`src/rtl/uart_rx_deserializer_if.sv`:
```
// ----------------------------------------------------------------------------
// uart_rx_deserializer_if
// Bundles the serial input, frame configuration and received-byte outputs of
// the UART receive frame engine.
//   RX_IN      serial line, idle high, synchronous to the receive clock
//   PAR_EN     1 = frame carries a parity bit
//   PAR_TYP    0 = even parity, 1 = odd parity
//   Prescale   oversampling ratio (8, 16 or 32)
//   P_DATA     last correctly received data word
//   data_valid one-cycle strobe, P_DATA updated, frame error-free
//   par_err    one-cycle strobe, parity mismatch
//   stp_err    one-cycle strobe, stop bit sampled low
// master: line/config driver side; slave: the deserializer.
// ----------------------------------------------------------------------------
interface uart_rx_deserializer_if #(
    parameter int DATA_WIDTH     = 8,
    parameter int PRESCALE_WIDTH = 6
);
    logic                      RX_IN;
    logic                      PAR_EN;
    logic                      PAR_TYP;
    logic [PRESCALE_WIDTH-1:0] Prescale;
    logic [DATA_WIDTH-1:0]     P_DATA;
    logic                      data_valid;
    logic                      par_err;
    logic                      stp_err;

    modport master (
        output RX_IN, PAR_EN, PAR_TYP, Prescale,
        input  P_DATA, data_valid, par_err, stp_err
    );

    modport slave (
        input  RX_IN, PAR_EN, PAR_TYP, Prescale,
        output P_DATA, data_valid, par_err, stp_err
    );
endinterface

```
`src/rtl/uart_rx_deserializer.sv`:
```
// ----------------------------------------------------------------------------
// uart_rx_deserializer
// UART receive frame engine. Oversamples RX_IN at the latched prescale,
// majority-votes three samples around each bit centre, checks start, parity
// and stop bits and reassembles the LSB-first data word.
//   CLK  receive oversampling clock (rising edge)
//   RST  synchronous, active-high reset
//   bus  uart_rx_deserializer_if.slave: RX_IN, PAR_EN, PAR_TYP, Prescale in;
//        P_DATA, data_valid, par_err, stp_err out (all registered)
// ----------------------------------------------------------------------------
module uart_rx_deserializer #(
    parameter int DATA_WIDTH     = 8,
    parameter int PRESCALE_WIDTH = 6
) (
    input  logic                    CLK,
    input  logic                    RST,
    uart_rx_deserializer_if.slave   bus
);

    localparam int BIT_CNT_W = (DATA_WIDTH > 1) ? $clog2(DATA_WIDTH) : 1;
    localparam logic [BIT_CNT_W-1:0]      LAST_BIT = BIT_CNT_W'(DATA_WIDTH - 1);
    localparam logic [PRESCALE_WIDTH-1:0] P8       = PRESCALE_WIDTH'(8);
    localparam logic [PRESCALE_WIDTH-1:0] P16      = PRESCALE_WIDTH'(16);
    localparam logic [PRESCALE_WIDTH-1:0] P32      = PRESCALE_WIDTH'(32);
    localparam logic [PRESCALE_WIDTH-1:0] ONE      = PRESCALE_WIDTH'(1);

    typedef enum logic [2:0] {
        IDLE,
        START,
        DATA,
        PARITY,
        STOP
    } state_t;

    state_t                    state_q;
    state_t                    state_d;

    logic [PRESCALE_WIDTH-1:0] presc_sel;
    logic [PRESCALE_WIDTH-1:0] presc_q;
    logic [PRESCALE_WIDTH-1:0] edge_cnt;
    logic [BIT_CNT_W-1:0]      bit_cnt;
    logic [PRESCALE_WIDTH-1:0] half;
    logic [PRESCALE_WIDTH-1:0] smp0_edge;
    logic [PRESCALE_WIDTH-1:0] smp1_edge;
    logic [PRESCALE_WIDTH-1:0] vote_edge;
    logic [PRESCALE_WIDTH-1:0] last_edge;
    logic                      at_vote;
    logic                      at_last;
    logic                      smp0;
    logic                      smp1;
    logic                      vote;
    logic                      start_det;

    logic                      par_en_q;
    logic                      par_typ_q;
    logic                      par_flag;
    logic                      stp_flag;
    logic [DATA_WIDTH-1:0]     shift_reg;

    logic [DATA_WIDTH-1:0]     p_data_q;
    logic                      data_valid_q;
    logic                      par_err_q;
    logic                      stp_err_q;

    assign bus.P_DATA     = p_data_q;
    assign bus.data_valid = data_valid_q;
    assign bus.par_err    = par_err_q;
    assign bus.stp_err    = stp_err_q;

    // Unsupported ratios fall back to 8x oversampling.
    always_comb begin
        presc_sel = P8;
        if (bus.Prescale == P16 || bus.Prescale == P32) begin
            presc_sel = bus.Prescale;
        end
    end

    // Sample points straddle the bit centre; the vote resolves on the third.
    always_comb begin
        half      = presc_q >> 1;
        smp0_edge = half - ONE;
        smp1_edge = half;
        vote_edge = half + ONE;
        last_edge = presc_q - ONE;
        at_vote   = (edge_cnt == vote_edge);
        at_last   = (edge_cnt == last_edge);
        vote      = (smp0 & smp1) | (smp0 & bus.RX_IN) | (smp1 & bus.RX_IN);
        start_det = (state_q == IDLE) && !bus.RX_IN;
    end

    always_ff @(posedge CLK) begin
        if (RST) begin
            state_q <= IDLE;
        end else begin
            state_q <= state_d;
        end
    end

    always_comb begin
        state_d = state_q;
        case (state_q)
            IDLE: begin
                if (!bus.RX_IN) begin
                    state_d = START;
                end
            end
            START: begin
                if (at_vote && vote) begin
                    state_d = IDLE;
                end else if (at_last) begin
                    state_d = DATA;
                end
            end
            DATA: begin
                if (at_last && bit_cnt == LAST_BIT) begin
                    state_d = par_en_q ? PARITY : STOP;
                end
            end
            PARITY: begin
                if (at_last) begin
                    state_d = STOP;
                end
            end
            STOP: begin
                if (at_last) begin
                    state_d = IDLE;
                end
            end
            default: state_d = IDLE;
        endcase
    end

    always_ff @(posedge CLK) begin
        if (RST) begin
            presc_q      <= '0;
            edge_cnt     <= '0;
            bit_cnt      <= '0;
            smp0         <= 1'b0;
            smp1         <= 1'b0;
            par_en_q     <= 1'b0;
            par_typ_q    <= 1'b0;
            par_flag     <= 1'b0;
            stp_flag     <= 1'b0;
            shift_reg    <= '0;
            p_data_q     <= '0;
            data_valid_q <= 1'b0;
            par_err_q    <= 1'b0;
            stp_err_q    <= 1'b0;
        end else begin
            data_valid_q <= 1'b0;
            par_err_q    <= 1'b0;
            stp_err_q    <= 1'b0;

            // The detection cycle counts as edge 0 of the start bit.
            if (state_q == IDLE) begin
                edge_cnt <= start_det ? ONE : '0;
            end else if (at_last || state_d == IDLE) begin
                edge_cnt <= '0;
            end else begin
                edge_cnt <= edge_cnt + ONE;
            end

            if (start_det) begin
                presc_q   <= presc_sel;
                par_en_q  <= bus.PAR_EN;
                par_typ_q <= bus.PAR_TYP;
                par_flag  <= 1'b0;
                stp_flag  <= 1'b0;
                bit_cnt   <= '0;
            end

            if (state_q != IDLE) begin
                if (edge_cnt == smp0_edge) begin
                    smp0 <= bus.RX_IN;
                end
                if (edge_cnt == smp1_edge) begin
                    smp1 <= bus.RX_IN;
                end
            end

            if (state_q == DATA) begin
                if (at_vote) begin
                    shift_reg[bit_cnt] <= vote;
                end
                if (at_last && bit_cnt != LAST_BIT) begin
                    bit_cnt <= bit_cnt + 1'b1;
                end
            end

            if (state_q == PARITY && at_vote) begin
                if (vote != (^shift_reg ^ par_typ_q)) begin
                    par_flag <= 1'b1;
                end
            end

            if (state_q == STOP) begin
                if (at_vote && !vote) begin
                    stp_flag <= 1'b1;
                end
                // Flags are final by the last edge; P_DATA only moves on a clean frame.
                if (at_last) begin
                    if (!par_flag && !stp_flag) begin
                        data_valid_q <= 1'b1;
                        p_data_q     <= shift_reg;
                    end else begin
                        par_err_q <= par_flag;
                        stp_err_q <= stp_flag;
                    end
                end
            end
        end
    end

endmodule

```
`src/flat_wrapper.sv`:
```
// flat-port wrapper written by rule: the top's interface ports become plain ports
module uart_rx_deserializer_flat 
#(
    parameter int DATA_WIDTH     = 8,
    parameter int PRESCALE_WIDTH = 6
)
  (CLK, RST, bus_RX_IN, bus_PAR_EN, bus_PAR_TYP, bus_Prescale, bus_P_DATA, bus_data_valid, bus_par_err, bus_stp_err);
  uart_rx_deserializer_if #(.DATA_WIDTH(DATA_WIDTH), .PRESCALE_WIDTH(PRESCALE_WIDTH)) bus_i ();
  input  logic CLK;
  input  logic RST;
  input wire logic [$bits(bus_i.RX_IN)-1:0] bus_RX_IN;
  input wire logic [$bits(bus_i.PAR_EN)-1:0] bus_PAR_EN;
  input wire logic [$bits(bus_i.PAR_TYP)-1:0] bus_PAR_TYP;
  input wire logic [$bits(bus_i.Prescale)-1:0] bus_Prescale;
  output wire logic [$bits(bus_i.P_DATA)-1:0] bus_P_DATA;
  output wire logic [$bits(bus_i.data_valid)-1:0] bus_data_valid;
  output wire logic [$bits(bus_i.par_err)-1:0] bus_par_err;
  output wire logic [$bits(bus_i.stp_err)-1:0] bus_stp_err;
  assign bus_i.RX_IN = bus_RX_IN;
  assign bus_i.PAR_EN = bus_PAR_EN;
  assign bus_i.PAR_TYP = bus_PAR_TYP;
  assign bus_i.Prescale = bus_Prescale;
  assign bus_P_DATA = bus_i.P_DATA;
  assign bus_data_valid = bus_i.data_valid;
  assign bus_par_err = bus_i.par_err;
  assign bus_stp_err = bus_i.stp_err;
  uart_rx_deserializer #(.DATA_WIDTH(DATA_WIDTH), .PRESCALE_WIDTH(PRESCALE_WIDTH)) u_core (.CLK(CLK), .RST(RST), .bus(bus_i));
endmodule
```
`config.mk`:
```
export PLATFORM = sky130hd
export DESIGN_NAME = uart_rx_deserializer_flat
export DESIGN_NICKNAME = d
export VERILOG_FILES = /design/src/rtl/uart_rx_deserializer_if.sv /design/src/rtl/uart_rx_deserializer.sv /design/src/flat_wrapper.sv
export SDC_FILE = /design/constraint.sdc
export NUM_CORES = 1
export LEC_CHECK = 0
export CORE_UTILIZATION = 45
export DETAILED_ROUTE_END_ITERATION = 12
export PLACE_DENSITY_LB_ADDON = 0.3
export SLEW_MARGIN = 10
export SYNTH_ARGS = -nofsm -noshare
export SYNTH_HDL_FRONTEND = slang
export SYNTH_SLANG_ARGS = --single-unit
```
`constraint.sdc`:
```
create_clock -name CLK -period 4.2 [get_ports CLK]
set_clock_uncertainty 0.2 [all_clocks]
set_input_delay 0.63 -clock CLK [delete_from_list [all_inputs] [get_ports CLK]]
set_output_delay 0.63 -clock CLK [all_outputs]
set_load 0.05 [all_outputs]
```
### Word level (Yosys, flattened, before mapping)

Cells that the tools add are included.

| cells by class | value |
|---|---|
| add/subtract/negate cells | 5 |
| $lt $le $gt $ge | 2 |
| equal/unequal tests | 13 |
| multiplexer cells | 25 |
| bitwise gates (word level) | 8 |
| reductions and logical operators | 24 |

Operator list:

| kind | number |
|---|---|
| 3-bit 2-to-1 mux | 10 |
| 6-bit equality test | 3 |
| 6-bit 2-to-1 mux | 3 |
| 3-bit one-hot mux with 5 select lines | 1 |
| 1-bit 2-to-1 mux | 9 |
| 8-bit bitwise mux | 1 |
| 1-bit logical AND | 8 |
| 8-bit parity | 1 |
| 5-bit by 1-bit adder with 6-bit output, second input constant | 1 |
| 6-bit by 1-bit adder with 6-bit output, second input constant | 1 |
| 3-bit by 2-bit equality test with 1-bit output, second input constant | 2 |
| 3-bit equality test, second input constant | 2 |
| 6-bit by 5-bit equality test with 1-bit output | 1 |
| 6-bit by 5-bit equality test with 1-bit output, second input constant | 1 |
| 6-bit equality test, second input constant | 1 |
| 3-bit zero test | 2 |
| 2-bit AND reduction | 3 |
| 5-bit by 1-bit subtractor with 6-bit output, second input constant | 1 |
| 6-bit by 1-bit subtractor with 6-bit output, second input constant | 1 |
| 1-bit zero test | 4 |
| 3-bit by 4-bit < comparator with 1-bit output, second input constant | 1 |
| 4-bit OR reduction | 1 |
| 3-bit by 1-bit adder with 3-bit output, second input constant | 1 |
| 1-bit AND | 3 |
| 12 further kinds | 15 |

| storage, ports and cells | value |
|---|---|
| bits in registers | 43 |
| input port bits | 11 |

### Longest topological paths before layout

Gate-level depths: netlist of the first run.

| logic depth | value |
|---|---|
| depth in word-level cells | 10 |
| mapped depth | 9 |
| mapped depth without buffers | 8 |

### Worst setup path after synthesis of the first run

Ideal clock, no wire load.

| timing path | value |
|---|---|
| path kind | register to register |
| from | register u_core.presc_q[2] |
| to | register u_core.edge_cnt[0] |
| setup time | 0.137 ns |
| arrival time | 2.369 ns |
| required time | 3.863 ns |
| slack | 1.494 ns |
| cell stages (with the launch flop) | 10 |
| path buffers | 1 |
| clock period less this slack | 2.706 ns |
| cell sequence | dfxtp_1 > buf_2 > inv_1 > ha_1 > a21boi_2 > nand3_1 > a2111oi_4 > a21oi_1 > a41oi_1 > o221ai_2 |

| on the way | value |
|---|---|
| longest elaborated chain between the ends | 9 |

Ends and longest elaborated chain:

| what | line | source |
|---|---|---|
| start, declared | uart_rx_deserializer.sv:39 | `logic [PRESCALE_WIDTH-1:0] presc_q;` |
| start signal, assigned | uart_rx_deserializer.sv:164 | `presc_q <= presc_sel;` |
| 6-bit by 1-bit subtractor with 6-bit output / 5-bit by 1-bit adder with 6-bit output (equally long branches) | uart_rx_deserializer.sv:84, uart_rx_deserializer.sv:83 |  |
| 6-bit equality test (on tied branches) | uart_rx_deserializer.sv:86, uart_rx_deserializer.sv:85 |  |
| 3-bit 2-to-1 mux, or another cell as far along | uart_rx_deserializer.sv:110 | `end else if (at_last) begin` |
| 3-bit 2-to-1 mux (on tied branches) | uart_rx_deserializer.sv:108, uart_rx_deserializer.sv:115 |  |
| 3-bit one-hot mux with 5 select lines | uart_rx_deserializer.sv:101 | `case (state_q)` |
| 3-bit zero test | uart_rx_deserializer.sv:157 | `end else if (at_last \|\| state_d == IDLE) begin` |
| 1-bit logical OR * | uart_rx_deserializer.sv:157 |  |
| 6-bit 2-to-1 mux * | uart_rx_deserializer.sv:157 |  |
| 6-bit 2-to-1 mux * | uart_rx_deserializer.sv:155 | `if (state_q == IDLE) begin` |
| end signal, assigned | uart_rx_deserializer.sv:156 | `edge_cnt <= start_det ? ONE : '0;` |
| end signal, assigned | uart_rx_deserializer.sv:160 | `edge_cnt <= edge_cnt + ONE;` |
| end, declared | uart_rx_deserializer.sv:40 | `logic [PRESCALE_WIDTH-1:0] edge_cnt;` |

Every way passes the cells marked *; elsewhere a longest branch is shown, timed or not.
A chain may end at the register's enable or synchronous reset.

### Worst setup path after layout of the first run

Ends and elaborated chain as after synthesis.

==> qor.yml, run 1 <==
drt:
  firstDrtPassIters: 4
  drt_iter0_markers: 88
  wl_per_cell_um: 13.7
  vias: 1953
  ant_nets: 0
  viasPerCell: 5.41
  wirelength_um: 4940
  drc: 0
floorplan:
  die_area_um2: 5650
  core-area_um2: 5140
  die_height_um: 75.2
  ios: 22
  start_util_pct: 46.9
  die_width_um: 75.2
  fp-row-count: 26
critical_path:
  rrSetupSlack_ns: 1.14
  worstReg2RegEnd: "u_core.edge_cnt[0]"
  crit_arrival_ns: 3.03
  worstPathRequired_ns: 4.17
  rr_startpoint: "u_core.presc_q[2]"
  max_stage_delay_ns: 0.72
  crit_path_start: "u_core.presc_q[2]"
  cp_slowest_cell: "a2111oi_4"
  worstSetupPathType: "reg2reg"
  critPathLaunchType: "flip-flop"
  crit_fanout: 9
  r2r_cells: 8
  end_kind: "flip-flop"
  timing.critical_path.to: "u_core.edge_cnt[0]"
  path_cells: "inv_1, ha_1, a21boi_2, nand3_1, a2111oi_4, a21oi_1, a41oi_1, o221ai_2"
synthesis:
  synth.top_cell.area_share_pct: 35.7
  synth_area_leaders: "dfxtp_1, xnor2_1, mux2i_1"
  yosysUniqueCellTypes: 53
  synth_edf_count: 0
  yosysWarnings: 0
  synth_seq_cells: 43
  synthFlopType: "dfxtp_1"
  syn_avg_cell_area_um2: 8.90
  synth.cell_area_um2: 2410
  ys_seq_area_share_pct: 35.7
  syn-instance-count: 271
  synth_nets: 289
  synthArstFlopShare_pct: 0
  yosys.area.top_type: "dfxtp_1"
grt:
  grt_start_max_net_pins: 40
  grt_overflow: 0
  grt_usage_pct: 20.1
  grt_pass1_vias: 1861
  antenna_found_initial: 0
  grt_pass1_wl_um: 8670
worst_hold_path:
  whs_path_depth: 2
  hp-start: "u_core.stp_flag"
  hp-class: "reg2reg"
finish:
  diodes: 0
  fin_util_pct: 53.8
  drive_above_1_share_pct: 8.93
  area_growth_pct: 14.8
  nNetsFinal: 308
  nFillCells: 516
outcome:
  status: "completed"
timing:
  setup_tns_ns: 0
  max_freq_ghz: 0.327
  fin_crit_sh_pct: 72.8
  maxSlewViolCount: 0
  finalHoldViolations: 0
  finalSetupViolations: 0
  finalCriticalPeriod_ns: 3.06
  max_slew_margin_pct: 53.4
  worst_pin_slew_ns: 0.699
  rsz0062_at_grt: "no"
clock_tree:
  cts_tree: "yes"
  htreeDepth: 2
  post-cts-setup-buffers: 0
  cts_buffers: 5
  cts_resized: 0
  clockRootBuffer: "clkbuf_8"
  clk_pin_slew_ns: 0.08
  clk_latency_ns: 0.29
  clockBufferDepth: 2
  cts_hold_buf: 0
  clock_sinks: 43
power:
  ir_worst_vdd_mv: 0.168
  power.density_nw_per_um2: 267
  leakagePower_nw: 1.06
place:
  io_buffers: 21
  post-dp-hpwl_um: 3590
  place.gp.congestion: 0.842
flow_run:
  drv_cap: 0
==> where the power goes <==
group,switching (mW),internal (mW),leakage (nW)
Sequential,0.00962,0.412,0.347
Clock,0.135,0.117,0.0422
Combinational,0.0348,0.0301,0.670
Total,0.180,0.559,1.06
==> cell families after synthesis <==
family,after synthesis,share of synthesized area [%]
compound gates,53,16.3
fa+ha+maj,7,3.63
buf+inv,17,3.06
simple gates,109,25.3
mux,13,5.45
xor+xnor,29,10.5
flops,43,35.7
==> placed cells by master, fill, tap and decap left out, types with 7 or more instances in the layout <==
cell type and n:
a21oi_1 20, clkdlybuf4s50_1 21, dfxtp_1 43, ha_1 7, mux2i_1 12, nand2_1 21, nand2b_1 8, nor2_1 25
nor3_1 11, o21ai_0 8, xnor2_1 22, xor2_1 7
==> cells in the mapped netlist, types with 4 or more instances <==
| master | count |
|---|---|
| nor3_1 | 11 |
| dfxtp_1 | 43 |
| or3_1 | 6 |
| and3_1 | 5 |
| mux2i_1 | 12 |
| inv_1 | 4 |
| ha_1 | 7 |
| buf_2 | 4 |
| nand2b_1 | 8 |
| nand2_1 | 21 |
| o21ai_0 | 8 |
| nor2b_1 | 4 |
| nor2_1 | 25 |
| clkbuf_1 | 7 |
| a21oi_1 | 20 |
| a21o_1 | 4 |
| xnor2_1 | 22 |
| or4_1 | 4 |
| nand3_1 | 6 |
| xor2_1 | 7 |
==> worst min-delay path by stage <==
stage	to	slack, ns
after global placement	u_core.stp_flag	0.26
final	u_core.stp_flag	0.27
after CTS	u_core.stp_flag	0.27
after detailed placement	u_core.stp_flag	0.26
after floorplan	u_core.par_flag	0.24
after global routing	u_core.stp_flag	0.30
==> stage by stage <==
stage	total power [mW]	cell area (um^2)	cells	hold WS [ns]	setup WS [ns]
2_1_floorplan	0.474	2410	271	0.240	1.49
3_3_place_gp	0.496	2690	353	0.258	1.27
3_5_place_dp	0.496	2690	353	0.259	1.12
4_1_cts	0.746	2770	361	0.270	1.15
5_1_grt	0.770	2770	361	0.298	0.951
6_report	0.738	2770	361	0.271	1.14
==> area by class of cell <==
| class | instances | area (um^2) | area share (%) |
|---|---|---|---|
| multi-input cells | 211 | 1480 | 53.6 |
| clock inverters | 1 | 5.00 | 0.181 |
| flip-flops and latches | 43 | 861 | 31.1 |
| clock buffers | 7 | 76.3 | 2.76 |
| repair buffers | 25 | 240 | 8.68 |
| inverters | 4 | 15.0 | 0.542 |
| well taps | 70 | 87.6 | 3.16 |
==> worst max-delay path, delay by kind of cell (launching register included) <==
family	cells	cell delay [ns]
AOI/OAI and AO/OA	5	1.71
DFF	1	0.51
adders and majority gates	1	0.22
buffers and inverters	1	0.15
and+or+nand+nor	1	0.14
==> per-layer routing <==
metal	wire length [um]	part of all wire, %	up-vias	track usage [%]
li1	-	-	1004	-
met1	2510	51	910	29.1
met2	2190	44	36	30.9
met3	225	4.6	3	4.42
met4	18	0.36	0	3.70
met5	0	0	-	0
No activity file was read; power rests on OpenSTA's default activity.
==> run 2, diff against run 1 <==
clock period = 2.8 ns   (was 4.2 ns; I/O delays follow)
==> run 2 against run 1 <==
Die area unchanged. Register-to-register slack got worse by 0.93 ns. Critical path type unchanged. Sequential cell count is the same.
==> qor.yml, run 2 (synthesis results as in run 1) <==
timing:
  setup_tns_ns: 0
  finalCriticalPeriod_ns: 2.58
  worst_pin_slew_ns: 0.566
  finalHoldViolations: 0
  max_freq_ghz: 0.387
  max_slew_margin_pct: 61.9
  fin_crit_sh_pct: 92.3
  whs_ns: 0.271
  maxSlewViolCount: 0
  finalSetupViolations: 0
  rsz0062_at_grt: "no"
drt:
  drc: 0
  ant_nets: 0
  wirelength_um: 5130
  viasPerCell: 5.45
  wl_per_cell_um: 13.7
  vias: 2042
  firstDrtPassIters: 4
  drt_iter0_markers: 144
critical_path:
  rr_startpoint: "u_core.presc_q[1]"
  end_kind: "flip-flop"
  r2r_cells: 9
  worstReg2RegEnd: "u_core.edge_cnt[0]"
  rrSetupSlack_ns: 0.22
  crit_arrival_ns: 2.55
  critPathLaunchType: "flip-flop"
  crit_fanout: 7
  worstPathRequired_ns: 2.77
  worstSetupPathType: "reg2reg"
clock_tree:
  htreeDepth: 2
  clk_pin_slew_ns: 0.08
  cts_tree: "yes"
  clockRootBuffer: "clkbuf_8"
  clk_latency_ns: 0.30
  cts_buffers: 5
  clock_sinks: 43
  cts_hold_buf: 0
  clockBufferDepth: 2
floorplan:
  core-area_um2: 5140
  die_area_um2: 5650
  die_width_um: 75.2
  die_height_um: 75.2
  start_util_pct: 46.9
  ios: 22
  fp-row-count: 26
worst_hold_path:
  whs_path_depth: 2
  hold_end: "u_core.stp_flag"
  hp-class: "reg2reg"
  hp-start: "u_core.stp_flag"
place:
  io_buffers: 21
  place.gp.congestion: 0.802
  post-dp-hpwl_um: 3740
finish:
  final_cell_mix: "dfxtp_1, nor2_1, nand2_1, xnor2_1, clkdlybuf4s50_1"
  drive_above_1_share_pct: 14.8
  diodes: 0
  nNetsFinal: 322
  final_common_cell: "dfxtp_1"
  area_growth_pct: 22.0
grt:
  grt_pass1_vias: 1852
  antenna_found_initial: 0
  grt_usage_pct: 20.0
  grt_start_max_net_pins: 39
  grt_pass1_wl_um: 8560
  grt_overflow: 0
power:
  ir_worst_vdd_mv: 0.287
  leakagePower_nw: 1.16
  power.density_nw_per_um2: 416
flow_run:
  drv_cap: 0
outcome:
  status: "completed"
-- run 2: worst max-delay path by stage --
stage / start / to / slack [ns]
2_1_floorplan: u_core.presc_q[2] / u_core.edge_cnt[0] / 0.09
6_report: u_core.presc_q[1] / u_core.edge_cnt[0] / 0.22
4_1_cts: u_core.presc_q[1] / u_core.edge_cnt[0] / 0.15
5_1_grt: u_core.presc_q[1] / u_core.edge_cnt[0] / 0.002
3_5_place_dp: u_core.presc_q[1] / u_core.edge_cnt[0] / 0.18
3_3_place_gp: bus_RX_IN / u_core.par_flag / 0.20
-- run 2: worst max-delay path: stages, from the launching register on --
cell      delay (ns)
dfxtp_1         0.34
inv_1           0.08
ha_1            0.33
xnor2_2         0.16
nand2b_1        0.11
nor4_4          0.37
buf_4           0.20
a31oi_4         0.10
a311oi_4        0.43
o221ai_2        0.13
-- run 2: layout make-up --
cell class / count / area, um^2
multi-input combinational: 211 / 1520
clock inverter: 3 / 43.8
inverter: 4 / 15.0
clock buffer: 5 / 68.8
sequential: 43 / 861
fill: 509 / 2200
timing repair buffer: 39 / 349
tap: 70 / 87.6
-- run 2: per-layer routing --
| metal | vias up | wire [um] | GRT usage [%] |
|---|---|---|---|
| met5 | - | 0 | 0 |
| met4 | 0 | 50 | 6.38 |
| met3 | 6 | 312 | 4.42 |
| met2 | 61 | 2260 | 30.0 |
| met1 | 946 | 2500 | 28.5 |
| li1 | 1029 | - | - |
-- run 2: what timing repair did --
item | CTS | global route
setup endpoints to repair | 0 | 13
gates resized for setup | 0 | 6
buffers inserted | 0 | 2
-- run 2: per-stage QoR --
step / total power, mW / setup slack (ns) / area, um^2 / utilization (%) / cells
floorplan: 0.711 / 0.0941 / 2410 / - / 271
global placement: 0.753 / 0.201 / 2780 / 54.0 / 365
detailed placement: 0.755 / 0.181 / 2780 / 54.0 / 365
CTS: 1.24 / 0.154 / 2890 / 56.2 / 373
global route: 1.28 / 0.00192 / 2940 / 57.2 / 375
finish: 1.22 / 0.215 / 2940 / 57.2 / 375
-- run 2: where the power goes --
part | internal (mW) | switching (mW) | total, mW
clock | 0.265 | 0.214 | 0.479
sequential | 0.618 | 0.00991 | 0.628
combinational | 0.0561 | 0.0615 | 0.118
